## config.mk

```make
export PLATFORM = sky130hd
export DESIGN_NAME = flag_reg_stack
export DESIGN_NICKNAME = d
export VERILOG_FILES = /design/src/rtl/flag_reg_stack.sv
export SDC_FILE = /design/constraint.sdc
export NUM_CORES = 1
export LEC_CHECK = 0
export CORE_MARGIN = 2
export CORE_UTILIZATION = 49
export DETAILED_ROUTE_END_ITERATION = 8
export GPL_TIMING_DRIVEN = 0
export PLACE_DENSITY_LB_ADDON = 0.25
export RECOVER_POWER = 50
export SYNTH_ARGS = -nofsm -noshare
export SYNTH_HDL_FRONTEND = slang
export SYNTH_SLANG_ARGS = --single-unit
export TNS_END_PERCENT = 50
```

## constraint.sdc

```tcl
create_clock -name clk -period 2.5 [get_ports clk]
set_clock_uncertainty 0.05 [all_clocks]
set_input_delay 0.25 -clock clk [delete_from_list [all_inputs] [get_ports clk]]
set_output_delay 0.25 -clock clk [all_outputs]
set_load 0.01 [all_outputs]
```

## src/rtl/flag_reg_stack.sv

```systemverilog
// Status-flag register with masked ALU writes and a LIFO save/restore stack
// for nested interrupt entry/return.
module flag_reg_stack #(
  parameter int NFLAGS = 4,
  parameter int DEPTH  = 4
) (
  input  logic                       clk,
  input  logic                       rst,
  input  logic                       clk_en,
  input  logic                       we,
  input  logic [NFLAGS-1:0]          wmask,
  input  logic [NFLAGS-1:0]          flags_i,
  input  logic                       push,
  input  logic [NFLAGS-1:0]          int_flags_i,
  input  logic                       pop,
  input  logic                       err_clr,
  output logic [NFLAGS-1:0]          flags_o,
  output logic [$clog2(DEPTH+1)-1:0] depth_o,
  output logic                       full_o,
  output logic                       empty_o,
  output logic                       ovf_o,
  output logic                       unf_o
);

  localparam int unsigned DW = $clog2(DEPTH+1);
  localparam int unsigned AW = (DEPTH > 1) ? $clog2(DEPTH) : 1;

  logic [NFLAGS-1:0] stack [2**AW];
  logic [AW-1:0]     wr_idx;
  logic [AW-1:0]     top_idx;

  assign full_o  = (depth_o == DW'(DEPTH));
  assign empty_o = (depth_o == '0);
  assign wr_idx  = AW'(depth_o);
  assign top_idx = AW'(depth_o - DW'(1));

  // Live flags, depth and sticky errors; stack contents are not reset.
  always_ff @(posedge clk) begin
    if (!rst) begin
      flags_o <= '0;
      depth_o <= '0;
      ovf_o   <= 1'b0;
      unf_o   <= 1'b0;
    end else if (clk_en) begin
      if (err_clr) begin
        ovf_o <= 1'b0;
        unf_o <= 1'b0;
      end
      if (push && pop && !empty_o) begin
        // Swap: replace the top saved word without changing depth.
        stack[top_idx] <= flags_o;
        flags_o        <= int_flags_i;
      end else if (push) begin
        if (!full_o) begin
          stack[wr_idx] <= flags_o;
          depth_o       <= depth_o + DW'(1);
        end else begin
          ovf_o <= 1'b1;
        end
        flags_o <= int_flags_i;
      end else if (pop) begin
        if (!empty_o) begin
          flags_o <= stack[top_idx];
          depth_o <= depth_o - DW'(1);
        end else begin
          unf_o <= 1'b1;
        end
      end else if (we) begin
        flags_o <= (flags_o & ~wmask) | (flags_i & wmask);
      end
    end
  end

endmodule
```

==> reports/metrics.cfg, run 1 <==
[run_status]
outcome = finished, final reports clean

[cells_and_area]
antenna_cells = 0
design_area_mm2 = 0.00169
area_delta_synth_final_pct = 30.2
nNetsFinal = 178
drive_above_1_share = 0.103
fill_cells = 202
fin_util = 0.675

[clocking]
clk_path_buf_depth = 2
cts_hold_buf = 0
root_buffer = clkbuf_4
htreeDepth = 1
cts.clk_slew.worst_paths_ns = 0.13
tritoncts = yes
numCtsBuffers = 3
post-cts-setup-buffer-count = 0
cts_num_sinks = 25
insertion_delay_ns = 0.31

[timing]
drv_slew = 0
holdWs_ns = 0.424
fin_crit_ns = 2.36
max_slew_margin = 0.579
fmax_ghz = 0.423
setup_viol = 0
hold_viol_final = 0
rsz0062_at_grt = no
min_period_over_period = 0.945
tightest_slew_ns = 0.627

[grt]
grt_util_met3 = 0.0351
use_met2 = 0.287
grt.total_usage = 0.187
met1_usage = 0.270
grt_max_degree = 15
grt_pass1_wl_um = 4600
grt_antenna_before_repair = 0
grt_pass1_vias = 1003
grt_busiest_layer = met2
grt_overflow_total = 0

[pwr]
power_frac_comb = 0.319
leakagePower_nw = 0.633
p_switching_uw = 290
finalPower_uw = 977
clkPwrFrac = 0.179
seqPwrFrac = 0.502
switching_share = 0.297
ir_drop_v = 0.000483
p_int_uw = 687
power_density_mw_per_mm2 = 579

[worst_setup_path]
required_ns = 2.20
crit_fanout = 10
critical_path.slowest_cell = clkdlybuf4s50_1
critPathKind = reg2out
crit_buf_inv = 5
cp_common_cell = buf_4
start_kind = flip-flop
r2r_slack_ns = 0.25
end_kind = output pin
path_cells = buf_4, buf_4, inv_2, ha_4, nand2b_1, inv_1, clkdlybuf4s50_1
path_delay_family = buffers and inverters
cp.arrival_ns = 2.06
cpPeakStageDelay_ns = 0.53

[route]
drtIter0Drc = 45
vias = 1013
drcViolationCount = 0
drtPass1Iterations = 4
drt.antenna.violating_nets = 0
wl_per_cell_um = 14.8
routed_wl_um = 2740
via_per_inst = 5.48

[yosys]
netlist_area_mm2 = 0.00130
synth_seq_area_share = 0.510
ys_ff_latch = 25
synthesis.nets = 144
syn_inst = 122
synth_warnings = 0
ys_types = 26
avgSynthCellArea_um2 = 10.6

[place]
dpl_cell_area_mm2 = 0.00162
portBuffers = 29
place_congestion = 0.816
hpwl_um = 2080

[floorplan]
start_util = 0.519
boundaryPins = 30
die_area_mm2 = 0.00307
core_mm2 = 0.00250
die_w_um = 55.4
die_h_um = 55.4
rows = 18

[hold_path]
hold_path_class = reg2reg

[flow_run]
cap_violations = 0

per-layer routing:
metal,vias to the layer above,routed length (um),part of all wire
li1,506,-,-
met1,469,1330,0.49
met2,34,1230,0.45
met3,4,144,0.053
met4,0,26,0.0095
met5,-,0,0
cell type report:
type | count | area, um2 | area share
Buffer | 5 | 28.8 | 0.0170
Clock buffer | 3 | 22.5 | 0.0133
Clock inverter | 1 | 5.00 | 0.00297
Inverter | 4 | 15.0 | 0.00890
Multi-Input combinational cell | 88 | 627 | 0.371
Sequential cell | 25 | 662 | 0.392
Tap cell | 30 | 37.5 | 0.0222
Timing Repair Buffer | 29 | 290 | 0.172
kinds of logic (layout without fill, tap and decap cells):
kind of cell	Yosys count	in the layout	synth area share
buffers and inverters	9	42	0.0299
DFF	25	25	0.510
and+or+nand+nor	49	49	0.188
muxes	15	15	0.117
xor gates and xnor gates	3	3	0.0203
AOI/OAI and AO/OA	18	18	0.106
adders and majority gates	3	3	0.0290
worst paths after layout:
path / start / end / cells past startpoint
worst max-delay path: depth_o[0] / empty_o / 7
worst min-delay path: unf_o / unf_o / 2
worst max register to register: depth_o[0] / stack[1][1] / 7
worst min register to register: unf_o / unf_o / 2
metrics by stage:
stage                     std cells  setup WS, ns  TNS (ns)
after floorplan                 122         0.170         0
after global placement          181       -0.0577    -0.458
after detailed placement        181        -0.126     -1.36
after CTS                       185        0.0256         0
after global routing            185        0.0339         0
final                           185         0.138         0
synth_stat cells (all sizes together):
library cell  instances  share of area
dfxtp                 9           0.14
edfxtp               16           0.37
nor3b                 2          0.012
inv                   4          0.012
and3b                 2          0.014
nand2                24          0.070
xor2                  1         0.0068
nor2b                 5          0.024
a21oi                 2         0.0077
a221oi                6          0.041
o21ai                 2         0.0077
o31ai                 1         0.0058
a21boi                5          0.029
buf                   4          0.015
a211oi                2          0.015
nand2b                4          0.019
nand3                 8          0.031
nor2                  1         0.0029
ha                    3          0.029
mux2                  1         0.0087
nand4b                1         0.0068
and2                  2         0.0097
clkbuf                1         0.0029
xnor2                 2          0.014
mux2i                14           0.11
tightest hold or removal path: stages, from the launching register on:
cell	delay [ns]
dfxtp_1	0.33
nand2_1	0.05
a21boi_0	0.06
cells in the final DEF (no fill, tap or decap), drive strengths merged:
cell type	Yosys	layout
mux2i	14	14
nand3	8	8
nand2b	4	4
o21ai	2	2
a211oi	2	2
dlygate4sd3	0	9
nand4b	1	1
nor3b	2	2
o31ai	1	1
xnor2	2	2
buf	4	4
a21boi	5	5
clkdlybuf4s50	0	20
clkinv	0	1
nand2	24	24
nor2b	5	5
ha	3	3
nor2	1	1
a221oi	6	6
and3b	2	2
a21oi	2	2
edfxtp	16	16
and2	2	2
xor2	1	1
mux2	1	1
dfxtp	9	9
inv	4	4
clkbuf	1	4
power by group through the flow:
stage	logic [mW]	registers (mW)	clock network, mW
finish	0.312	0.490	0.175
global route	0.340	0.495	0.194
CTS	0.298	0.490	0.177
detailed placement	0.290	0.499	0
global placement	0.284	0.497	0
floorplan	0.171	0.501	0
repair_timing:
| action | CTS | global route |
|---|---|---|
| endpoints found under the setup margin | 18 | 14 |
| gates cloned | 0 | 0 |
| gates resized for setup | 3 | 6 |
(Power assumes the default switching activity.)
==> run 2: changes to the inputs <==
--- a/config.mk
+++ b/config.mk
@@ -9,7 +9,7 @@
 export CORE_UTILIZATION = 49
 export DETAILED_ROUTE_END_ITERATION = 8
 export GPL_TIMING_DRIVEN = 0
-export PLACE_DENSITY_LB_ADDON = 0.25
+export PLACE_DENSITY = 0.87
 export RECOVER_POWER = 50
 export SYNTH_ARGS = -nofsm -noshare
 export SYNTH_HDL_FRONTEND = slang
==> run 2 against run 1 <==
  * First-iteration DRC count is 38% lower
  * Flip-flop and latch count unchanged
  * Count of clock-buffer cells in the layout did not move
  * Die area is the same
  * Global-route usage up 1.8 points
  * Utilization is 0.10 points lower
  * Register-to-register slack about the same
  * Critical path depth is the same
  * Sequential share of layout area is essentially flat
  * Hold slack better by 0.013 ns
  * Fmax is 0.29% lower
  * Via count down 0.30%
  * Largest cell class unchanged
==> reports/metrics.cfg, run 2 (same netlist as run 1, synthesis figures left out) <==
[pwr]
power_density_mw_per_mm2 = 581  ; +0.36%
clkPwrFrac = 0.182  ; +0.003
seqPwrFrac = 0.501  ; about the same
ir_drop_v = 0.000433  ; -10%
power_frac_comb = 0.317  ; -0.002
p_int_uw = 682  ; -0.75%
p_switching_uw = 297  ; +2.5%
switching_share = 0.304  ; +0.00677
leakagePower_nw = 0.627  ; -1.0%

[clocking]
tritoncts = yes
root_buffer = clkbuf_4
post-cts-setup-buffer-count = 0  ; unchanged
htreeDepth = 1  ; unchanged
cts.clk_slew.worst_paths_ns = 0.13  ; about the same
numCtsBuffers = 3  ; unchanged
cts_num_sinks = 25  ; unchanged
clk_path_buf_depth = 2  ; unchanged
insertion_delay_ns = 0.32  ; about the same

[place]
place_congestion = 0.804  ; -1.4%
hpwl_um = 2210  ; +6.2%
portBuffers = 29  ; unchanged

[floorplan]
core_mm2 = 0.00250  ; unchanged
rows = 18  ; unchanged
die_h_um = 55.4  ; unchanged
die_w_um = 55.4  ; unchanged
start_util = 0.519  ; unchanged
die_area_mm2 = 0.00307  ; unchanged
boundaryPins = 30  ; unchanged

[cells_and_area]
area_delta_synth_final_pct = 30.0
final_cell_mix = nand2_1, clkdlybuf4s50_1, edfxtp_1
nNetsFinal = 178  ; unchanged
layout_commonest_cell = nand2_1
fill_cells = 185  ; -8.4%
drive_above_1_share = 0.103  ; unchanged
antenna_cells = 0  ; unchanged

[timing]
max_slew_margin = 0.662  ; +0.0827
tightest_slew_ns = 0.506  ; -0.121 ns
fmax_ghz = 0.422  ; -0.29%
holdWs_ns = 0.437  ; +0.0128 ns
min_period_over_period = 0.948  ; +0.00279
rsz0062_at_grt = no
fin_crit_ns = 2.37  ; +0.00698 ns
fin_tns_setup_ns = 0  ; unchanged
setup_viol = 0  ; unchanged
hold_viol_final = 0  ; unchanged
drv_slew = 0  ; unchanged

[worst_setup_path]
cpPeakStageDelay_ns = 0.53  ; about the same
critPathKind = reg2out
critical_path.slowest_cell = clkdlybuf4s50_1
cp.arrival_ns = 2.07  ; about the same
end_kind = output pin
start_kind = flip-flop
path_cells = buf_4, buf_6, inv_2, ha_2, nand2b_1, inv_1, clkdlybuf4s50_1
required_ns = 2.20  ; about the same
crit_fanout = 10  ; unchanged

[grt]
grt_antenna_before_repair = 0  ; unchanged
grt_max_degree = 15  ; unchanged
grt_pass1_wl_um = 4920  ; +7.1%
grt_overflow_total = 0  ; unchanged
grt.total_usage = 0.205  ; +0.0181
grt_pass1_vias = 1045  ; +4.2%

[route]
wl_per_cell_um = 15.6  ; +5.2%
drt.antenna.violating_nets = 0  ; unchanged
drtIter0Drc = 28  ; -38%
routed_wl_um = 2880  ; +5.2%
drtPass1Iterations = 4  ; unchanged
drcViolationCount = 0  ; unchanged
vias = 1010  ; -0.30%
via_per_inst = 5.46  ; -0.30%

[flow_run]
cap_violations = 0  ; unchanged

[run_status]
outcome = finished, final reports clean

[hold_path]
hold_path_class = reg2reg

[run 2: final timing paths]
check / from / endpoint / slack (ns) / cells after the start
worst min-delay path: unf_o / unf_o / 0.44 / 2
worst max register to register: depth_o[0] / stack[0][3] / 0.26 / 7
worst min register to register: unf_o / unf_o / 0.44 / 2
worst max-delay path: depth_o[0] / empty_o / 0.13 / 7
[run 2: per-stage QoR]
step / cell area (um2) / std cells / util / setup WS, ns / power [mW]
2_1_floorplan: 1300 / 122 / - / 0.170 / 0.672
3_3_place_gp: 1620 / 181 / 0.650 / -0.147 / 0.780
3_5_place_dp: 1620 / 181 / 0.650 / -0.178 / 0.793
4_1_cts: 1660 / 185 / 0.664 / -0.0109 / 0.974
5_1_grt: 1690 / 185 / 0.674 / 0.0119 / 1.03
6_report: 1690 / 185 / 0.674 / 0.131 / 0.979
[run 2: timing repair]
action	4_1_cts	5_1_grt
gates resized for setup	3	6
hold buffers	0	0
setup endpoints to repair	19	18
[run 2: critical path, delay by kind of cell, from the launching register on]
family / cells / cell delay, ns
and+or+nand+nor: 1 / 0.12
DFF: 1 / 0.35
adders and majority gates: 1 / 0.22
buffers and inverters: 5 / 1.04
[run 2: per-layer routing]
layer	vias to the layer above	share of wire	GRT usage
li1	510	-	-
met5	-	0	0
met1	470	0.43	0.253
met3	0	0.057	0.0703
met4	0	0	0.0523
met2	30	0.52	0.342
[run 2: area by class of cell]
type / instances / area (um2) / area share
Tap cell: 30 / 37.5 / 0.0223
Clock buffer: 3 / 22.5 / 0.0134
Inverter: 4 / 15.0 / 0.00891
Multi-Input combinational cell: 88 / 622 / 0.369
Sequential cell: 25 / 661 / 0.392
Clock inverter: 1 / 5.00 / 0.00297
Buffer: 5 / 32.5 / 0.0193
Timing Repair Buffer: 29 / 290 / 0.172
[run 2: power groups by stage]
stage	Sequential [mW]	Clock, mW	Combinational [mW]
floorplan	0.501	0	0.171
global placement	0.498	0	0.282
detailed placement	0.500	0	0.292
CTS	0.491	0.183	0.301
global route	0.495	0.200	0.340
finish	0.490	0.178	0.311
==> run 3: changes to the inputs <==
--- a/config.mk
+++ b/config.mk
@@ -8,7 +8,6 @@
 export CORE_MARGIN = 2
 export CORE_UTILIZATION = 49
 export DETAILED_ROUTE_END_ITERATION = 8
-export GPL_TIMING_DRIVEN = 0
 export PLACE_DENSITY = 0.87
 export RECOVER_POWER = 50
 export SYNTH_ARGS = -nofsm -noshare
==> run 3 against run 2 <==
  * Combinational power is 6.8% lower
  * Register-to-register slack better by 0.35 ns
  * Die area stayed put
  * Routed wire length is 8.4% lower
  * Critical endpoint unchanged
  * First-iteration DRC count is 43% higher
  * Non-clock buffer count is 1 higher
  * Design area is 0.59% lower
  * Critical path depth is 2 lower
  * Fmax is 9.1% higher
  * Global-route usage is 2.2 points lower
  * Largest cell class unchanged
==> reports/metrics.cfg, run 3 (same netlist as run 1, synthesis figures left out) <==
[place]
place_congestion = 0.736  ; -8.4%
hpwl_um = 1990  ; -9.7%
portBuffers = 29  ; unchanged
place_ws_ns = 0.383  ; +0.561 ns

[timing]
tightest_slew_ns = 0.517  ; +0.0114 ns
setup_slack_ns = 0.329  ; +0.198 ns
rsz0062_at_grt = no
setup_viol = 0  ; unchanged
fin_crit_ns = 2.17  ; -0.198 ns
drv_slew = 0  ; unchanged
fmax_ghz = 0.461  ; +9.1%
fin_tns_setup_ns = 0  ; unchanged
hold_viol_final = 0  ; unchanged
max_slew_margin = 0.654  ; -0.00799
min_period_over_period = 0.868  ; -0.0794

[clocking]
htreeDepth = 1  ; unchanged
cts_resized = 0  ; -3
tritoncts = yes
post-cts-setup-buffer-count = 0  ; unchanged
insertion_delay_ns = 0.33  ; about the same
cts.clk_slew.worst_paths_ns = 0.14  ; about the same
cts_hold_buf = 0  ; unchanged
numCtsBuffers = 3  ; unchanged
root_buffer = clkbuf_4
clk_path_buf_depth = 2  ; unchanged
cts_num_sinks = 25  ; unchanged

[grt]
grt_antenna_before_repair = 0  ; unchanged
grt_overflow_total = 0  ; unchanged
grt_pass1_wl_um = 4380  ; -11%
grt.total_usage = 0.183  ; -0.0215
grt_max_degree = 17  ; +2
grt_pass1_vias = 987  ; -5.6%

[worst_setup_path]
end_kind = output pin
cp.arrival_ns = 1.87  ; -0.20 ns
crit_fanout = 5  ; -5
critical_path.slowest_cell = clkdlybuf4s50_1
cp_common_cell = inv_1
cpPeakStageDelay_ns = 0.53  ; about the same
timing.rr.end = stack[2][3]
start_kind = flip-flop
critPathKind = reg2out
r2r_slack_ns = 0.61  ; +0.35 ns
required_ns = 2.20  ; about the same
path_cells = inv_1, ha_1, nand2b_1, inv_1, clkdlybuf4s50_1
reg2regPathDepth = 6  ; -1
r2r-start = depth_o[1]

[cells_and_area]
layout_commonest_cell = nand2_1
nNetsFinal = 179  ; +0.56%
antenna_cells = 0  ; unchanged
fill_cells = 198  ; +7.0%
drive_above_1_share = 0.0769  ; -0.0263
ff_latch_area_um2 = 661  ; unchanged
area_delta_synth_final_pct = 29.2
multi_input_area_um2 = 597  ; -4.0%
final_cell_mix = nand2_1, clkdlybuf4s50_1, edfxtp_1

[pwr]
seqPwrFrac = 0.508  ; +0.007
clkPwrFrac = 0.191  ; +0.009
leakagePower_nw = 0.633  ; +0.96%
power_frac_comb = 0.301  ; -0.016
power_density_mw_per_mm2 = 575  ; -1.0%
ir_drop_v = 0.000485  ; +12%
p_switching_uw = 288  ; -3.3%
switching_share = 0.299  ; -0.00511
finalPower_uw = 963  ; -1.6%
p_int_uw = 676  ; -0.88%

[floorplan]
die_h_um = 55.4  ; unchanged
die_w_um = 55.4  ; unchanged
rows = 18  ; unchanged
boundaryPins = 30  ; unchanged
start_util = 0.519  ; unchanged
core_mm2 = 0.00250  ; unchanged
die_area_mm2 = 0.00307  ; unchanged

[route]
drt.antenna.violating_nets = 0  ; unchanged
wl_per_cell_um = 14.2  ; -8.9%
drtPass1Iterations = 4  ; unchanged
vias = 1001  ; -0.89%
via_per_inst = 5.38  ; -1.4%
routed_wl_um = 2640  ; -8.4%
drtIter0Drc = 40  ; +43%
drcViolationCount = 0  ; unchanged

[hold_path]
hold-path-cell-count = 2  ; unchanged
hold_path_class = reg2reg
hold_path_end = unf_o
worstHoldStart = unf_o

[run_status]
outcome = finished, final reports clean

[flow_run]
cap_violations = 0  ; unchanged

[run 3: cell count changes in the layout (fill, tap and decap cells not counted), sizes merged]
cell	before	now
clkbuf	4	3
dlygate4sd3	7	9
clkinv	1	0
clkinvlp	0	1
clkdlybuf4s50	22	20
buf	4	6
[run 3: final cells by class]
cell class,instances,share of cell area
well taps,30,0.0224
multi-input cells,88,0.356
inverters,4,0.00896
clock inverters,1,0.00448
flip-flops and latches,25,0.394
clock buffers,3,0.0134
repair buffers,35,0.200
[run 3: per-layer routing]
metal	GRT usage	part of all wire	up-vias
li1	-	-	509
met1	0.236	0.47	460
met2	0.299	0.47	26
met3	0.0304	0.042	6
met4	0.0871	0.017	0
met5	0	0	-
[run 3: per-stage QoR]
step	area, um2	utilization	std cells	hold slack, ns
5_1_grt	1680	0.670	186	0.477
2_1_floorplan	1300	-	122	0.352
3_5_place_dp	1650	0.658	182	0.424
3_3_place_gp	1650	0.658	182	0.406
4_1_cts	1680	0.670	186	0.444
6_report	1680	0.670	186	0.433
[run 3: worst max-delay path by stage]
stage	startpoint	end	slack, ns	cells after the start
CTS	depth_o[1]	empty_o	0.30	5
finish	depth_o[1]	empty_o	0.33	5
detailed placement	push	stack[1][0]	0.38	4
floorplan	depth_o[0]	stack[2][0]	0.17	6
global route	depth_o[1]	empty_o	0.20	5
global placement	push	stack[2][1]	0.43	4
[run 3: critical path, delay by kind of cell, from the launching register on]
kind	cells	cell delay (ns)
buffers and inverters	3	0.76
and+or+nand+nor	1	0.15
adders and majority gates	1	0.26
DFF	1	0.37
[run 3: power by group through the flow]
stage	Combinational (mW)	Clock, mW	Sequential (mW)
after floorplan	0.171	0	0.501
after global placement	0.287	0	0.498
final	0.290	0.184	0.489
after global routing	0.316	0.208	0.493
after detailed placement	0.291	0	0.499
after CTS	0.295	0.192	0.490
